File: src/rtl/serial_adder_seq.sv
// Multi-cycle ripple adder: BPC bits per clock through a full-adder slice and a registered carry.
// Optional subtract mode is enabled by defining SERIAL_ADDER_SUB_EN.
module serial_adder_seq #(
    parameter int WIDTH = 8,
    parameter int BPC   = 1
) (
    input  logic             clk,
    input  logic             rst,
    input  logic             start,
    input  logic [WIDTH-1:0] a,
    input  logic [WIDTH-1:0] b,
    input  logic             cin,
`ifdef SERIAL_ADDER_SUB_EN
    input  logic             sub,
`endif
    output logic             busy,
    output logic             done,
    output logic [WIDTH-1:0] sum,
    output logic             cout,
    output logic             overflow
);

    localparam int NSTEP = WIDTH / BPC;
    localparam int SW    = (NSTEP > 1) ? $clog2(NSTEP) : 1;

    localparam logic [1:0] S_IDLE = 2'd0;
    localparam logic [1:0] S_RUN  = 2'd1;
    localparam logic [1:0] S_DONE = 2'd2;

    logic [1:0]       state_q, state_d;
    logic [WIDTH-1:0] a_q, a_d;
    logic [WIDTH-1:0] b_q, b_d;
    logic             carry_q, carry_d;
    logic [SW-1:0]    step_q, step_d;
    logic [WIDTH-1:0] acc_q, acc_d;
    logic [WIDTH-1:0] sum_q, sum_d;
    logic             cout_q, cout_d;
    logic             ovf_q, ovf_d;

    logic [WIDTH-1:0] b_load;
    logic             c_load;

`ifdef SERIAL_ADDER_SUB_EN
    assign b_load = sub ? ~b : b;
    assign c_load = sub ? 1'b1 : cin;
`else
    assign b_load = b;
    assign c_load = cin;
`endif

    logic [BPC-1:0]   digit;
    logic             cy_out;
    logic             cy_msb;
    logic [WIDTH-1:0] acc_next;
    logic             last;

    // Carry chain walked with a scalar so the slice has no self-referencing vector.
    always_comb begin
        logic cy;
        digit  = '0;
        cy     = carry_q;
        cy_msb = 1'b0;
        for (int unsigned i = 0; i < BPC; i++) begin
            cy_msb   = cy;
            digit[i] = a_q[i] ^ b_q[i] ^ cy;
            cy       = (a_q[i] & b_q[i]) | (cy & (a_q[i] ^ b_q[i]));
        end
        cy_out   = cy;
        acc_next = WIDTH'({digit, acc_q} >> BPC);
    end

    assign last = (step_q == SW'(NSTEP - 1));

    always_comb begin
        state_d = state_q;
        a_d     = a_q;
        b_d     = b_q;
        carry_d = carry_q;
        step_d  = step_q;
        acc_d   = acc_q;
        sum_d   = sum_q;
        cout_d  = cout_q;
        ovf_d   = ovf_q;
        case (state_q)
            S_RUN: begin
                a_d     = a_q >> BPC;
                b_d     = b_q >> BPC;
                carry_d = cy_out;
                acc_d   = acc_next;
                step_d  = step_q + SW'(1);
                if (last) begin
                    state_d = S_DONE;
                    sum_d   = acc_next;
                    cout_d  = cy_out;
                    ovf_d   = cy_msb ^ cy_out;
                end
            end
            default: begin
                state_d = S_IDLE;
                if (start) begin
                    state_d = S_RUN;
                    a_d     = a;
                    b_d     = b_load;
                    carry_d = c_load;
                    step_d  = '0;
                end
            end
        endcase
    end

    always_ff @(posedge clk or posedge rst) begin
        if (rst) begin
            state_q <= S_IDLE;
            a_q     <= '0;
            b_q     <= '0;
            carry_q <= 1'b0;
            step_q  <= '0;
            acc_q   <= '0;
            sum_q   <= '0;
            cout_q  <= 1'b0;
            ovf_q   <= 1'b0;
        end else begin
            state_q <= state_d;
            a_q     <= a_d;
            b_q     <= b_d;
            carry_q <= carry_d;
            step_q  <= step_d;
            acc_q   <= acc_d;
            sum_q   <= sum_d;
            cout_q  <= cout_d;
            ovf_q   <= ovf_d;
        end
    end

    assign busy     = (state_q == S_RUN);
    assign done     = (state_q == S_DONE);
    assign sum      = sum_q;
    assign cout     = cout_q;
    assign overflow = ovf_q;

endmodule

File: config.mk
export PLATFORM = sky130hd
export DESIGN_NAME = serial_adder_seq
export DESIGN_NICKNAME = d
export VERILOG_FILES = /design/src/rtl/serial_adder_seq.sv
export SDC_FILE = /design/constraint.sdc
export NUM_CORES = 1
export LEC_CHECK = 0
export CORE_MARGIN = 2
export CORE_UTILIZATION = 45
export CTS_CLUSTER_DIAMETER = 60
export CTS_CLUSTER_SIZE = 12
export DETAILED_ROUTE_END_ITERATION = 7
export GPL_TIMING_DRIVEN = 0
export MAX_ROUTING_LAYER = met4
export PLACE_DENSITY = 0.7
export SETUP_SLACK_MARGIN = 0.4
export SLEW_MARGIN = 20
export SYNTH_ARGS = -nofsm -noshare
export SYNTH_HDL_FRONTEND = slang
export SYNTH_SLANG_ARGS = --single-unit
File: constraint.sdc
create_clock -name clk -period 4.38 [get_ports clk]
set_clock_uncertainty 0.05 [all_clocks]
set_input_delay 0.657 -clock clk [delete_from_list [all_inputs] [get_ports clk]]
set_output_delay 0.657 -clock clk [all_outputs]
set_load 0.03 [all_outputs]
Yosys cells after proc, flatten, opt, wreduce, memory -nomap -nowiden:

Index checks and enable logic that the tools add are counted.

* add/sub/neg operators: 1
* multiply operators: 0
* divide/modulo/power cells: 0
* $lt $le $gt $ge: 0
* equal/unequal tests: 4
* shift operators: 0
* mux-type cells: 11
* bitwise logic cells: 6
* reduce and logical (&&, ||, !) cells: 2

Operators with widths (count)
* 8-bit 2-to-1 mux: 4
* 3-bit 2-to-1 mux: 2
* 2-bit 2-to-1 mux: 2
* 3-bit by 1-bit adder with 3-bit output (second input constant): 1
* 3-bit == test (second input constant): 1
* 1-bit 2-to-1 mux: 3
* 1-bit bitwise XOR: 3
* 1-bit bitwise AND: 2
* 2-bit by 1-bit == test with 1-bit output (second input constant): 1
* 2-bit == test (second input constant): 1
* 2-bit by 1-bit inequality test with 1-bit output (second input constant): 1
* 2-bit AND reduction: 1
* 2-bit nonzero test: 1
* 1-bit OR: 1

* register bits: 40
* latch bits: 0
* bits in writable memories: 0
* memory bits (read-only): 0
* bits of input ports: 20
* output and inout bits: 12
* word-level logic and storage cells: 33
* memories: 0

Depth between registers and ports, before layout:

Gate-level depths: netlist of run 1.

* depth in word-level cells: 4
* mapped depth: 5
* gate-level depth less buffers: 4

Least setup slack after synthesis of run 1:

No wires, ideal clock.

* kind: reg2reg
* from: register step_q[0]
* to: register ovf_q (netlist: overflow)
* library setup time: 125 ps
* data arrival time: 1399 ps
* data required time: 4205 ps
* path slack: 2807 ps
* cell stages (with the launch flop): 6
* path buffers: 1
* clock period less this slack: 1573 ps
* path through: dfrtp_1 > ha_1 > ha_1 > nand3b_1 > buf_2 > mux2_2

* longest elaborated chain between the ends: 2

Ends and longest elaborated chain
* start, declared: line 34 `logic [SW-1:0] step_q, step_d;`
* start signal, assigned: line 127 `step_q <= step_d;`
* 3-bit == test: line 72 `assign last = (step_q == SW'(NSTEP - 1));`
* 2-bit AND reduction (no line)
* end signal, assigned: line 131 `ovf_q <= ovf_d;`
* end, declared: line 38 `logic ovf_q, ovf_d;`

Every way passes these cells.
A chain may end at the register's enable or synchronous reset.

Worst setup path after layout of run 1:

* from: register state_q[1]
* to: output busy

* longest elaborated chain between the ends: 1

Ends and longest elaborated chain
* start, declared: line 30 `logic [1:0] state_q, state_d;`
* start signal, assigned: line 123 `state_q <= state_d;`
* 2-bit by 1-bit == test with 1-bit output: line 135 `assign busy = (state_q == S_RUN);`
* end, declared: line 16 `output logic busy,`

Every way passes these cells.

==> metrics.txt, run 1 <==
status completed; met1 Track Usage GR 20.0%; CTS tree yes; CP max-delay cell clkdlybuf4s50_1; Critical path origin state_q[1]; Port Buffer Count 31; clk_lat worst skew around 290 ps; Remaining Overflow, GRT 0; Clock transition at path regs about 70 ps; Yosys top cell area share a little over half; post-CTS setup buffer count 0; htree depth 2; peak supply drop 313 µV; worst-path cell chain nand2b_1 > buf_6 > inv_2 > buf_6 > clkdlybuf4s50_1; Final Core Density 58.3%; P_leak 1.09 nW; fin nets between 150 and 200; crit path kind flip-flop to output pin; Seq. cell area 976 µm²; post-route ant nets 0; area occupied by multi-input gates 783 µm²; die height 67.8 µm; cts bufs inserted 5; die area roughly 4600 µm²; Worst path most repeated cell buf_6; flops & latches, synth 39; largest net degree at the start of global routing 21; syn_nets about 140; clk buf depth 2; predominant post-synthesis flop cell dfrtp_1; Via Count 1006; area grow syn2layout 26.5%; CTS Root Cell clkbuf_8; WP data required 3670 ps; CORE AREA 3970 µm²; Routability Congestion 0.708; met3 Use GR under 10%; Slew Viols, Final 0; first-pass detailed-route iteration total 4; Pwr Density 682 nW/µm²; YS warnings 0; setup TNS 0 ps; Synth area leader dfrtp_1; CP Data Arrival Time about 1900 ps; vias in the first global route 1052; Syn Std Cell Area roughly 1800 µm²; Setup crit end kind output pin; CTS Sinks 39; All-Layer GR Usage between 10% and 20%; GRT Max-Usage Layer met2; asr flop ratio synth 100%; post-cts repair resize count 0; Initial Util 46.1%; crit-path max FO 10; Post-DP HPWL between 2000 and 2500 µm; routed len/inst ~15 µm; Area contributors post-synth dfrtp_1, mux2_4, mux2_2; Initial DRC Count 62; Synth Instances 113; crit start category flip-flop; synth cell count leaders dfrtp_1, mux2_4, mux2_2; Max Freq 384 MHz; Worst path top cell family by delay buffers and inverters; buffers plus inverters on the worst setup path 4; routed wire length 3010 µm; min cycle time layout 2600 ps; max incr delay on CP 690 ps; Synth cell types 16; vias per cell between 4 and 5; I/O pins 32; Die W 67.8 µm; Seq/Total Area, Yosys 53.3%; cts hold-fix bufs 0; Post-synth EDFFs 0; Synth Area per Inst 16.2 µm²; met2 global-route usage between 20% and 30%; final hold violations 0; hold path startpoint step_q[0]; RR Startpoint step_q[0]; initial antenna violation count 0; Filler Cells Inserted 293; global-route wire length before repair 4990 µm; cell with the most instances after synthesis dfrtp_1; share of post-route cells with drive strength above 1 between 40% and 50%; worst min path class flip-flop to flip-flop; Period Utilization, post-route 59.4%; # diodes 0; Core Rows 23; RSZ-0062 raised after global routing no; Max Cap Viol 0; Relative slew margins between 60% and 70%; Final setup viols 0; DR DRC count 0; Worst Tran Pin Value 464 ps
-- per-stage QoR --
step                instance area, µm²  instances  hold WS [ps]  setup WS, ps  total power [W]
global route                      2320        203           470          1670          0.00168
global placement                  2200        194           421          1980          0.00133
CTS                               2320        203           452          1760          0.00160
detailed placement                2230        195           438          2080          0.00137
finish                            2320        203           442          1780          0.00158
floorplan                         1830        113           403          2780          0.00115
-- final cells by class --
type | instances | share of cell area [%]
Clock inverter | 2 | 0.540
Timing Repair Buffer | 32 | 14.6
Buffer | 6 | 2.65
Inverter | 3 | 0.486
Clock buffer | 6 | 3.13
Tap cell | 50 | 2.70
Multi-Input combinational cell | 65 | 33.8
Sequential cell | 39 | 42.1
-- cell usage in the layout, fill, tap and decap left out, types with 2 or more instances in the layout --
| cell | count |
|---|---|
| inv_2 | 2 |
| nand2b_1 | 2 |
| clkdlybuf4s50_1 | 31 |
| mux2_4 | 25 |
| mux2_2 | 24 |
| clkbuf_8 | 5 |
| nor2b_1 | 3 |
| nor2_1 | 2 |
| buf_6 | 5 |
| ha_1 | 2 |
| mux2i_1 | 3 |
| dfrtp_1 | 39 |
-- worst register-to-register path, delay by kind of cell (launching register included) --
kind	cells	cell delay, ps
fa+ha+maj	2	370
buf+inv	1	260
flops	1	400
mux	1	370
simple gates	1	140
-- state kept, by name, summed over array words and instances (netlist names) --
name / flops
a_q: 8
b_q: 8
sum: 8
acc_q: 7
step_q: 3
state_q: 2
carry_q: 1
cout: 1
overflow: 1
-- power breakdown --
part / total, W / switching [W] / internal (W)
logic: 0.000739 / 0.000302 / 0.000438
registers: 0.000611 / 0.0000918 / 0.000520
clock network: 0.000229 / 0.000118 / 0.000111
total: 0.00158 / 0.000511 / 0.00107
-- path summary, 6_finish.rpt --
check	to	slack (ps)	depth (start not counted)
max	busy	1780	5
min	step_q[0]	440	1
max reg2reg	sum[0]	2680	5
min reg2reg	step_q[0]	440	1
max in group asynchronous	b_q[2]	3190	3
min in group asynchronous	sum[4]	640	2
-- routing by layer --
metal  part of all wire, %  wire length (µm)
met1                    44              1330
met2                    50              1490
met3                   4.1               122
met4                   2.0                61
met5                     0                 0
-- logic make-up (layout without fill, tap and decap cells) --
| logic type | after synthesis | after routing | share of synthesized area [%] |
|---|---|---|---|
| AND/OR/NAND/NOR | 8 | 8 | 2.53 |
| XOR/XNOR | 1 | 1 | 0.478 |
| flip-flops | 39 | 39 | 53.3 |
| adder cells (fa/ha/maj) | 3 | 3 | 2.46 |
| multiplexers | 52 | 52 | 36.9 |
| buffers and inverters | 9 | 49 | 3.96 |
| AO/OA/AOI/OAI | 1 | 1 | 0.410 |
No activity file was read; power rests on OpenSTA's default activity.
==> inputs of run 2 (changes only) <==
==> constraint.sdc (replaced) <==
create_clock -name clk -period 2.6 [get_ports clk]
set_clock_uncertainty 0.05 [all_clocks]
set_input_delay 0.39 -clock clk [delete_from_list [all_inputs] [get_ports clk]]
set_output_delay 0.39 -clock clk [all_outputs]
set_load 0.03 [all_outputs]
==> run 2 against run 1 <==
Hold slack got worse by 65 ps. Count of clock-buffer cells in the layout is the same. Global-route usage unchanged. Sequential cell count unchanged.
==> metrics.txt, run 2 (synthesis results as in run 1) <==
Pint 0.00179 W (was 0.00107 W); met3 wire len 122 µm (unchanged); RSZ-0062 raised after global routing no (unchanged); Worst path most repeated cell buf_6 (unchanged); CTS tree yes (unchanged); post-CTS setup buffer count 0 (unchanged); die height 67.8 µm (unchanged); routed len/inst 14.8 µm (unchanged); Final setup viols 0 (unchanged); Placed Area 2230 µm² (unchanged); final hold violations 0 (unchanged); CP max-delay cell dlygate4sd2_1 (was clkdlybuf4s50_1); commonest non-fill, non-tap cell in the layout dfrtp_1 (unchanged); Filler Cells Inserted 294 (was 293); post-cts repair resize count 1 (was 0); vias in the first global route 1052 (unchanged); commonest cells after routing, fill and taps aside dfrtp_1, clkdlybuf4s50_1, mux2_4 (unchanged); Worst Tran Pin Value 464 ps (unchanged); setup TNS 0 ps (unchanged); CTS Root Cell clkbuf_8 (unchanged); Relative slew margins 69.0% (unchanged); Clock transition at path regs 70 ps (about the same); clk_lat worst skew 290 ps (about the same); All-Layer GR Usage 15.6% (unchanged); share of post-route cells with drive strength above 1 42.5% (unchanged); met2 wire length 1490 µm (unchanged); I/O pins 32 (unchanged); Setup WS pre-CTS 572 ps (was 2080 ps); Pwr Density 1150 nW/µm² (was 682 nW/µm²); Final Core Density 58.3% (about the same); Clock power frac 14.5% (about the same); P_leak 1.09 nW (about the same); Routability Congestion 0.708 (unchanged); DR top layer met4 (unchanged); Initial Util 46.1% (unchanged); peak supply drop 526 µV (was 313 µV); clk buf depth 2 (unchanged); WP data required 2160 ps (was 3670 ps); worst min path class primary input to asynchronous set/reset pin (was flip-flop to flip-flop); CTS Sinks 39 (unchanged); Final Worst Setup Slack 537 ps (was 1780 ps); CP Data Arrival Time 1620 ps (was 1900 ps); Core Rows 23 (unchanged); global-route wire length before repair 4990 µm (unchanged); Max Cap Viol 0 (unchanged); met1 wire length 1330 µm (unchanged); crit start category flip-flop (unchanged); Period Utilization, post-route 79.4%; Slew Viols, Final 0 (unchanged); first-pass detailed-route iteration total 4 (unchanged); Final Cell Area 2320 µm² (about the same); cts bufs inserted 5 (unchanged); worst-path cell chain nand2b_1 > buf_6 > inv_2 > buf_6 > dlygate4sd2_1 (was nand2b_1 > buf_6 > inv_2 > buf_6 > clkdlybuf4s50_1); cts hold-fix bufs 0 (unchanged); initial antenna violation count 0 (unchanged); CORE AREA 3970 µm² (unchanged); Sw Ratio 32.4% (about the same); min cycle time layout 2060 ps; crit path kind flip-flop to output pin (unchanged); Port Buffer Count 31 (unchanged); Gate power share 46.7% (was 46.8%); DR DRC count 0 (unchanged); fin nets 175 (unchanged); net switching power 0.000861 W (was 0.000511 W); Initial DRC Count 62 (unchanged); Post-DP HPWL 2230 µm (unchanged); die area 4600 µm² (unchanged); post-route ant nets 0 (unchanged); Setup crit end kind output pin (unchanged); crit-path max FO 10 (unchanged); Die W 67.8 µm (unchanged); # diodes 0 (unchanged); routed wire length 3010 µm (unchanged); Via Count 1006 (unchanged); Seq pwr share 38.8% (was 38.7%); status completed (unchanged); Remaining Overflow, GRT 0 (unchanged); vias per cell 4.96 (unchanged); area grow syn2layout 26.4% (was 26.5%); max incr delay on CP 420 ps (was 690 ps); Min Hold Slack 377 ps (was 442 ps); Max Freq 485 MHz; htree depth 2 (unchanged); largest net degree at the start of global routing 21 (unchanged)
run 2: changes by cell type in the layout (fill, tap and decap cells not counted), sizes merged:
cell / change
clkdlybuf4s50: -1
dlygate4sd2: +1
run 2: power groups by stage:
| stage | clock (W) | sequential, W | combinational, W |
|---|---|---|---|
| after floorplan | 0 | 0.00115 | 0.000780 |
| after global placement | 0 | 0.00103 | 0.00122 |
| after detailed placement | 0 | 0.00105 | 0.00126 |
| after CTS | 0.000401 | 0.00103 | 0.00126 |
| after global routing | 0.000423 | 0.00107 | 0.00133 |
| final | 0.000386 | 0.00103 | 0.00124 |
run 2: path summary, 6_finish.rpt:
kind	start	to	slack, ps	cells past startpoint
hold reg to reg	step_q[0]	step_q[0]	440	1
hold / removal	rst	sum[4]	380	2
setup reg to reg	step_q[0]	sum[0]	900	5
max in group asynchronous	rst	b_q[2]	1670	3
min in group clk	step_q[0]	step_q[0]	440	1
setup / recovery	state_q[1]	busy	540	5
run 2: critical path: cells and delay by family, from the launching register on:
kind | cells | cell delay, ps
simple gates | 1 | 150
buf+inv | 4 | 800
flops | 1 | 380
run 2: area by class of cell:
| class | instances | area (µm²) | area share, % |
|---|---|---|---|
| Inverter | 3 | 11.3 | 0.486 |
| Clock inverter | 2 | 12.5 | 0.540 |
| Tap cell | 50 | 62.6 | 2.70 |
| Buffer | 6 | 61.3 | 2.65 |
| Multi-Input combinational cell | 65 | 783 | 33.8 |
| Sequential cell | 39 | 976 | 42.1 |
| Clock buffer | 6 | 72.6 | 3.13 |
| Timing Repair Buffer | 32 | 337 | 14.5 |
run 2: routing by layer:
metal	GRT usage, %	up-vias
li1	-	468
met3	4.00	7
met2	23.3	21
met4	7.50	0
met1	20.0	510
met5	-	-
run 2: stage by stage:
| step | cells | total power, W |
|---|---|---|
| floorplan | 113 | 0.00193 |
| global placement | 194 | 0.00224 |
| detailed placement | 195 | 0.00230 |
| CTS | 203 | 0.00270 |
| global route | 203 | 0.00282 |
| finish | 203 | 0.00266 |
==> inputs of run 3 (changes only) <==
--- a/config.mk
+++ b/config.mk
@@ -12,7 +12,7 @@
 export DETAILED_ROUTE_END_ITERATION = 7
 export GPL_TIMING_DRIVEN = 0
 export MAX_ROUTING_LAYER = met4
-export PLACE_DENSITY = 0.7
+export PLACE_DENSITY = 0.72
 export SETUP_SLACK_MARGIN = 0.4
 export SLEW_MARGIN = 20
 export SYNTH_ARGS = -nofsm -noshare
==> constraint.sdc (replaced) <==
create_clock -name clk -period 1.8 [get_ports clk]
set_clock_uncertainty 0.05 [all_clocks]
set_input_delay 0.27 -clock clk [delete_from_list [all_inputs] [get_ports clk]]
set_output_delay 0.27 -clock clk [all_outputs]
set_load 0.03 [all_outputs]
==> run 3 against run 2 <==
Register-to-register slack got worse by 650 ps. Via count increased by 5.4%. Routed wire length increased by 10%. Setup slack got worse by 290 ps. Global-route usage increased by 1.5 points.
==> metrics.txt, run 3 (synthesis results as in run 1) <==
cts hold-fix bufs 0 (unchanged); commonest non-fill, non-tap cell in the layout dfrtp_1 (unchanged); htree depth 2 (unchanged); crit path kind flip-flop to output pin (unchanged); Reg2Reg Depth 5 (unchanged); met1 Track Usage GR 21.0% (was 20.0%); Final setup viols 0 (unchanged); Initial DRC Count 22 (was 62); final hold violations 0 (unchanged); Max Cap Viol 0 (unchanged); total power 0.00425 W (was 0.00266 W); max incr delay on CP 390 ps (was 420 ps); Remaining Overflow, GRT 0 (unchanged); Post-DP HPWL 2140 µm (was 2230 µm); Worst path most repeated cell buf_6 (unchanged); I/O pins 32 (unchanged); peak supply drop 645 µV (was 526 µV); setup TNS 0 ps (unchanged); Core Rows 23 (unchanged); met2 global-route usage 26.3% (was 23.3%); flop2flop setup slack 250 ps (was 900 ps); Final Core Density 63.2% (was 58.3%); post-route ant nets 0 (unchanged); met3 Use GR 5.00% (was 4.00%); critical path endpoint busy (unchanged); RR Startpoint step_q[1] (was step_q[0]); die area 4600 µm² (unchanged); Placed Area 2270 µm² (was 2230 µm²); Via Count 1060 (was 1006); # diodes 0 (unchanged); Slew Viols, Final 0 (unchanged); clk_lat worst skew 290 ps (about the same); Worst Tran Pin Value 390 ps (was 464 ps); largest net degree at the start of global routing 24 (was 21); DR DRC count 0 (unchanged); Inst Count DP 195 (unchanged); first-pass detailed-route iteration total 3 (was 4); Reg-to-Reg End sum[1] (was sum[0]); status completed (unchanged); worst min path class primary input to asynchronous set/reset pin (unchanged); CTS tree yes (unchanged); CORE AREA 3970 µm² (unchanged); Finished Layout Cells 217 (was 203); crit-path max FO 5 (was 10); die height 67.8 µm (unchanged); routed wire length 3310 µm (was 3010 µm); Critical path origin state_q[1] (unchanged); GRT Max-Usage Layer met2 (unchanged); min cycle time layout around 1600 ps; cts bufs inserted 5 (unchanged); routed len/inst 15.2 µm (was 14.8 µm); Period Utilization, post-route a little under nine tenths; share of post-route cells with drive strength above 1 50.3% (was 42.5%); Seq. cell area 976 µm² (unchanged); RSZ-0062 raised after global routing yes (was no); Filler Cells Inserted 276 (was 294); CP Data Arrival Time 1230 ps (was 1620 ps); All-Layer GR Usage 17.1% (was 15.6%); WP data required 1480 ps (was 2160 ps); area grow syn2layout 37.0% (was 26.4%); CTS Root Cell clkbuf_8 (unchanged); Final Cell Area 2510 µm² (was 2320 µm²); vias per cell 4.88 (was 4.96); P_leak 1.24 nW (was 1.09 nW); fin nets 189 (was 175); Setup crit end kind output pin (unchanged); worst-path cell chain nand2b_4 > buf_6 > inv_4 > buf_12 > buf_6 (was nand2b_1 > buf_6 > inv_2 > buf_6 > dlygate4sd2_1); Port Buffer Count 31 (unchanged); CP max-delay cell dfrtp_1 (was dlygate4sd2_1); CTS Sinks 39 (unchanged); initial antenna violation count 0 (unchanged); Max Freq about 640 MHz; area occupied by multi-input gates 833 µm² (was 783 µm²); Initial Util 46.1% (unchanged); Pwr Density 1690 nW/µm² (was 1150 nW/µm²); vias in the first global route 1125 (was 1052); clk buf depth 2 (unchanged); crit start category flip-flop (unchanged); global-route wire length before repair 5430 µm (was 4990 µm); Die W 67.8 µm (unchanged); commonest cells after routing, fill and taps aside dfrtp_1, mux2_4, clkdlybuf4s50_1 (was dfrtp_1, clkdlybuf4s50_1, mux2_4); Routability Congestion 0.698 (was 0.708); Relative slew margins 74.0% (was 69.0%); Clock transition at path regs 80 ps (was 70 ps)
-- run 3: changes by cell type in the layout (fill, tap and decap cells not counted), sizes merged --
| cell | change |
|---|---|
| dlygate4sd2 | +3 |
| clkinvlp | -1 |
| clkbuf | +2 |
| clkinv | -1 |
| buf | +16 |
| clkdlybuf4s15 | +7 |
| clkdlybuf4s50 | -12 |
-- run 3: how the worst min path moves through the flow --
stage / startpoint / to / slack, ps / cells past startpoint
after floorplan: a[7] / a_q[7] / 380 / 2
after global placement: step_q[0] / step_q[0] / 420 / 1
after detailed placement: b_q[4] / b_q[3] / 440 / 1
after CTS: rst / acc_q[3] / 230 / 2
after global routing: rst / acc_q[3] / 250 / 2
final: rst / acc_q[3] / 220 / 2
-- run 3: per-stage QoR --
step	hold slack, ps	setup slack, ps
floorplan	376	335
global placement	420	-203
detailed placement	444	-101
CTS	231	129
global route	247	199
finish	219	245
-- run 3: critical path, delay by kind of cell (launching register included) --
| family | cells | cell delay [ps] |
|---|---|---|
| buffers and inverters | 4 | 410 |
| DFF | 1 | 390 |
| and+or+nand+nor | 1 | 140 |
-- run 3: timing repair --
item,4_1_cts,5_1_grt
endpoints found under the hold margin,0,0
setup endpoints to repair,36,26
resized for setup,28,13
gates cloned,2,0
setup buffers,4,8
-- run 3: metal layers --
metal,wire [µm],share of wire [%],vias up
li1,-,-,497
met1,1440,44,533
met2,1660,50,22
met3,123,3.7,8
met4,85,2.6,0
met5,0,0,-
-- run 3: power by group --
group / switching (W) / internal, W / total, W
clock: 0.000301 / 0.000350 / 0.000651
combinational: 0.000810 / 0.00129 / 0.00210
sequential: 0.000237 / 0.00126 / 0.00150
total: 0.00135 / 0.00290 / 0.00425
-- run 3: cell type report --
class	count	area share (%)
flip-flops and latches	39	38.9
multi-input cells	65	33.2
repair buffers	46	17.8
clock buffers	8	3.99
plain buffers	6	3.04
well taps	50	2.49
inverters	3	0.549
